`src/rtl/l2_row_sched.sv`:
```
// l2_row_sched: frame-level sequencer for the layer-2 convolution datapath.
// Each frame fetches ROWS row vectors from the layer-1 store. Each row is
// latched into a stable buffer, the datapath gets a start pulse, and the
// sequencer waits for the per-row completion before it advances. After the
// last row it holds frame_done until the transmitter acknowledges.
//
// Ports:
//   clk, rst    clock and synchronous active-high reset
//   frame_go    start-of-frame request (accepted only when idle)
//   l1_rd       one-cycle row-read request; l1_addr is the row index
//   l1_vld      row data valid; l1_din is the row data
//   row_out     latched row buffer feeding the datapath din
//   strt        one-cycle datapath start pulse
//   row_done    datapath row-complete pulse
//   tx_done     downstream frame acknowledge; also a global abort
//   busy        high in every state except idle
//   frame_done  high while waiting for tx_done
//   err         sticky watchdog flag
module l2_row_sched #(
  parameter int ROWS    = 12,
  parameter int ROW_LEN = 18,
  parameter int DATA_W  = 18,
  parameter int TMO     = 63
) (
  input  logic                             clk,
  input  logic                             rst,
  input  logic                             frame_go,
  output logic                             l1_rd,
  output logic [$clog2(ROWS)-1:0]          l1_addr,
  input  logic                             l1_vld,
  input  logic [ROW_LEN-1:0][DATA_W-1:0]   l1_din,
  output logic [ROW_LEN-1:0][DATA_W-1:0]   row_out,
  output logic                             strt,
  input  logic                             row_done,
  input  logic                             tx_done,
  output logic                             busy,
  output logic                             frame_done,
  output logic                             err
);

  localparam int AW = $clog2(ROWS);
  localparam int WW = $clog2(TMO + 1);

  typedef enum logic [2:0] {
    S_IDLE,
    S_FETCH,
    S_WAIT,
    S_START,
    S_RUN,
    S_DONE
  } state_t;

  state_t                           state, state_nxt;
  logic [AW-1:0]                    row_cnt, row_cnt_nxt;
  logic [WW-1:0]                    wdog, wdog_nxt;
  logic                             err_nxt;
  logic [ROW_LEN-1:0][DATA_W-1:0]   row_out_nxt;
  logic                             adv;

  always_ff @(posedge clk) begin
    if (rst) begin
      state   <= S_IDLE;
      row_cnt <= '0;
      wdog    <= '0;
      err     <= 1'b0;
      row_out <= '0;
    end else begin
      state   <= state_nxt;
      row_cnt <= row_cnt_nxt;
      wdog    <= wdog_nxt;
      err     <= err_nxt;
      row_out <= row_out_nxt;
    end
  end

  always_comb begin
    state_nxt   = state;
    row_cnt_nxt = row_cnt;
    wdog_nxt    = wdog;
    err_nxt     = err;
    row_out_nxt = row_out;
    adv         = 1'b0;
    // tx_done aborts from any state and outranks every other input;
    // the row buffer and err are deliberately left untouched.
    if (tx_done) begin
      state_nxt   = S_IDLE;
      row_cnt_nxt = '0;
    end else begin
      case (state)
        S_IDLE: begin
          if (frame_go) begin
            state_nxt   = S_FETCH;
            row_cnt_nxt = '0;
          end
        end
        S_FETCH: state_nxt = S_WAIT;
        S_WAIT: begin
          if (l1_vld) begin
            row_out_nxt = l1_din;
            state_nxt   = S_START;
          end
        end
        S_START: begin
          wdog_nxt  = '0;
          state_nxt = S_RUN;
        end
        S_RUN: begin
          // A watchdog expiry stands in for row_done so the frame keeps moving.
          if (row_done) begin
            adv = 1'b1;
          end else if (wdog == WW'(TMO)) begin
            err_nxt = 1'b1;
            adv     = 1'b1;
          end else begin
            wdog_nxt = wdog + WW'(1);
          end
          if (adv) begin
            if (row_cnt == AW'(ROWS - 1)) begin
              state_nxt = S_DONE;
            end else begin
              row_cnt_nxt = row_cnt + AW'(1);
              state_nxt   = S_FETCH;
            end
          end
        end
        S_DONE: state_nxt = S_DONE;
        default: state_nxt = S_IDLE;
      endcase
    end
  end

  assign l1_rd      = (state == S_FETCH);
  assign strt       = (state == S_START);
  assign busy       = (state != S_IDLE);
  assign frame_done = (state == S_DONE);
  assign l1_addr    = row_cnt;

endmodule

```
`config.mk`:
```
export PLATFORM = sky130hd
export DESIGN_NAME = l2_row_sched
export DESIGN_NICKNAME = d
export VERILOG_FILES = /design/src/rtl/l2_row_sched.sv
export SDC_FILE = /design/constraint.sdc
export NUM_CORES = 1
export LEC_CHECK = 0
export ABC_AREA = 1
export ABC_CLOCK_PERIOD_IN_PS = 1290
export BUFFER_PORTS_ARGS = -buffer_cell sky130_fd_sc_hd__buf_2
export CORE_AREA = 2 2 258 260
export CTS_BUF_LIST = sky130_fd_sc_hd__clkbuf_16
export CTS_CLUSTER_DIAMETER = 150
export CTS_CLUSTER_SIZE = 10
export DETAILED_ROUTE_END_ITERATION = 12
export DIE_AREA = 0 0 260 262
export HOLD_SLACK_MARGIN = 0.12
export REMOVE_ABC_BUFFERS = 1
export SLEW_MARGIN = 20
export SYNTH_ARGS = -nofsm -noshare
export SYNTH_HDL_FRONTEND = slang
export SYNTH_SLANG_ARGS = --single-unit
```
`constraint.sdc`:
```
create_clock -name clk -period 1.29 [get_ports clk]
set_input_delay 0.387 -clock clk [delete_from_list [all_inputs] [get_ports clk]]
set_output_delay 0.387 -clock clk [all_outputs]
set_load 0.1 [all_outputs]
```
==> out/metrics.cfg <==
[sta]
hold_violations = 0
rsz0062_at_grt = true
maxSlewHeadroom = 0.739
finalCriticalPeriod_ns = 1.91
worst_clock_skew_ns = 0.0134
layout_setup_ws_ns = -0.620
setup_violations = 669
fmax_mhz = 524
worstMarginPinSlew_ns = 0.391
min_period_over_period = 1.48
drv_slew = 0

[layout]
syn_to_final_growth_pct = 165
final_common_cell = nor2_1
fillCellCount = 5256
multi_input_area_um2 = 6300
seq_area_um2 = 7470
post-route-util = 0.490
final_layout_size_suffix_gt1_frac = 0.625
final_cell_mix = 471 x nor2_1, 383 x buf_12, 329 x buf_2
nets = 3120

[clock_network]
cts_root_buf = clkbuf_16
clkTransAtPathRegs_ns = 0.06
clockBufferDepth = 3
cts_tree = built
cts-buffers-inserted = 39
htree_levels = 2
cts_sinks = 338
insertion_delay_ns = 0.54

[logic_synthesis]
synthCells = 1562
postSynthAreaPerCell_um2 = 7.74
yosys.area.top_type = dfxtp_1
ys_top_cells_by_area = dfxtp_1 56%, nor2_1 21%, o21ai_0 13%
seq_area_frac_synth = 0.560
ys_warn_count = 0
synth_cell_types = 23
netlist_area_um2 = 12100
netlist.area_leader.share = 0.560
ys_ff_latch = 338

[setup_path]
critPathLaunchType = register
r2r_setup_slack_ns = -0.62
worstPathRequired_ns = 1.75
worstRegToRegCells = 12
worstPathArrival_ns = 2.37
end_kind = register
timing.rr.start = state[0]$_SDFFE_PP0P_
worstReg2RegEnd = row_out[52]$_SDFFE_PP0P_
worstPathMaxFanout = 8
critPathKind = reg -> reg

[power_and_ir_drop]
ir_drop_v = 0.000892
p_per_area_nw_per_um2 = 775
comb_power_share = 0.175
power_frac_seq = 0.424
power.internal_mw = 18.0
p_leak_nw = 13.3
p_sw_frac = 0.273
clockPowerShare = 0.401
p_switching_mw = 6.75
p_total_mw = 24.8

[min_path]
min_path_cells = 3
hold_end = row_out[236]$_SDFFE_PP0P_
hold_path_class = in -> reg
hp-start = l1_din[236]

[grt]
gr-usage-all-layers = 0.174
grt-ovfl-total = 0
grt_max_degree = 39
grt_pass1_wl_um = 90100
first_global_vias = 15300
antenna_found_initial = 8

[run]
maxCapViolations = 0

[placement]
dpl_worst_slack_ns = -0.466
dpl.hpwl_um = 36300
gp_congestion = 0.872
portBuffers = 662

[floorplanning]
dieHeight_um = 262
core_region_area_um2 = 65300
initial_core_util = 0.185
rows = 94
die_w_um = 260
ios = 663
die_area_um2 = 68100

[drt]
wl_per_cell_um = 20.0
ant_nets = 0
first_pass_iters = 5
drc = 0
vias_per_cell = 4.44
vias = 16200
wl_um = 73200
drt_iter0_drc = 882

[status]
status = complete, but fails checks
violations = negative setup slack

==> layer usage <==
metal	share of wire	global-route usage
met5	0.00051	0
met3	0.071	0.0480
met2	0.51	0.309
met1	0.36	0.192
met4	0.051	0.0781
==> per-stage QoR <==
step	hold slack, ns	instance area, um^2	instances	setup TNS, ns
global placement	0.510	21900	3087	-104.73
floorplan	0.456	11500	1453	-1330.90
detailed placement	0.514	21900	3087	-108.72
finish	0.153	32000	3658	-212.31
global route	0.145	32000	3657	-250.86
CTS	0.120	29000	3531	-221.57
==> layout make-up <==
type / count / share of cell area
sequential: 338 / 0.234
timing repair inverter: 4 / 0.00375
clock inverter: 1 / 0.000117
tap: 864 / 0.0338
inverter: 26 / 0.00426
multi-input combinational: 1089 / 0.197
timing repair buffer: 1290 / 0.495
clock buffer: 41 / 0.0321
antenna: 5 / 0.000391
==> registers in the layout, indices dropped and copies added (netlist names) <==
register / count
row_out: 324
wdog: 6
l1_addr: 4
state: 3
err: 1
==> cell families after synthesis <==
kind of cell | synth area share
XOR/XNOR | 0.000725
flip-flops | 0.560
buffers and inverters | 0.0593
AND/OR/NAND/NOR | 0.240
AO/OA/AOI/OAI | 0.138
adder cells (fa/ha/maj) | 0.00207
==> worst max-delay path: stages (launching register included) <==
cell and delay (ns):
dfxtp_2 0.33, buf_6 0.11, nor2_4 0.13, buf_6 0.12, nand4_4 0.09, clkbuf_16 0.19, buf_16 0.15, buf_12 0.14
clkinv_16 0.07, buf_12 0.13, clkbuf_16 0.16, nor2_1 0.06, nor2_1 0.13
==> how the worst max path moves through the flow <==
stage | from | end | slack, ns | depth (start not counted)
after floorplan | tx_done | row_out[0]$_SDFFE_PP0P_ | -4.04 | 5
after global placement | tx_done | row_out[166]$_SDFFE_PP0P_ | -0.47 | 7
after detailed placement | tx_done | row_out[166]$_SDFFE_PP0P_ | -0.47 | 7
after CTS | state[2]$_SDFFE_PP0P_ | l1_rd | -0.62 | 5
after global routing | state[0]$_SDFFE_PP0P_ | row_out[117]$_SDFFE_PP0P_ | -0.68 | 12
final | state[0]$_SDFFE_PP0P_ | row_out[52]$_SDFFE_PP0P_ | -0.62 | 12
==> power groups by stage <==
stage	logic [mW]	registers [mW]	clock network, mW
after floorplan	0.657	11.7	0
after global routing	4.53	10.5	10.6
after CTS	3.84	10.7	10.1
after global placement	2.74	10.9	0
final	4.33	10.5	9.95
after detailed placement	2.75	10.9	0
==> synthesized netlist by cell type <==
| library cell | n |
|---|---|
| o21ai_0 | 325 |
| o21bai_1 | 1 |
| ha_1 | 2 |
| nand4_4 | 1 |
| nand3b_1 | 2 |
| clkinv_2 | 1 |
| a21oi_1 | 5 |
| nand3_1 | 17 |
| or2_2 | 1 |
| nor2_4 | 1 |
| clkbuf_1 | 66 |
| nand4_1 | 4 |
| buf_6 | 22 |
| nor2_1 | 676 |
| a31oi_1 | 1 |
| dfxtp_1 | 338 |
| nand2_1 | 49 |
| buf_4 | 7 |
| xor2_1 | 1 |
| buf_2 | 14 |
| nor3_1 | 2 |
| nor2_2 | 1 |
| inv_1 | 25 |
==> repair_timing <==
| action | in CTS | in global routing |
|---|---|---|
| gates resized for setup | 668 | 690 |
| gates cloned | 43 | 25 |
| hold buffers | 304 | 0 |
| setup endpoints to repair | 669 | 669 |
| hold endpoints to repair | 304 | 0 |
| setup buffers | 57 | 124 |
| pin swaps | 61 | 283 |
No activity file was read; power rests on OpenSTA's default activity.
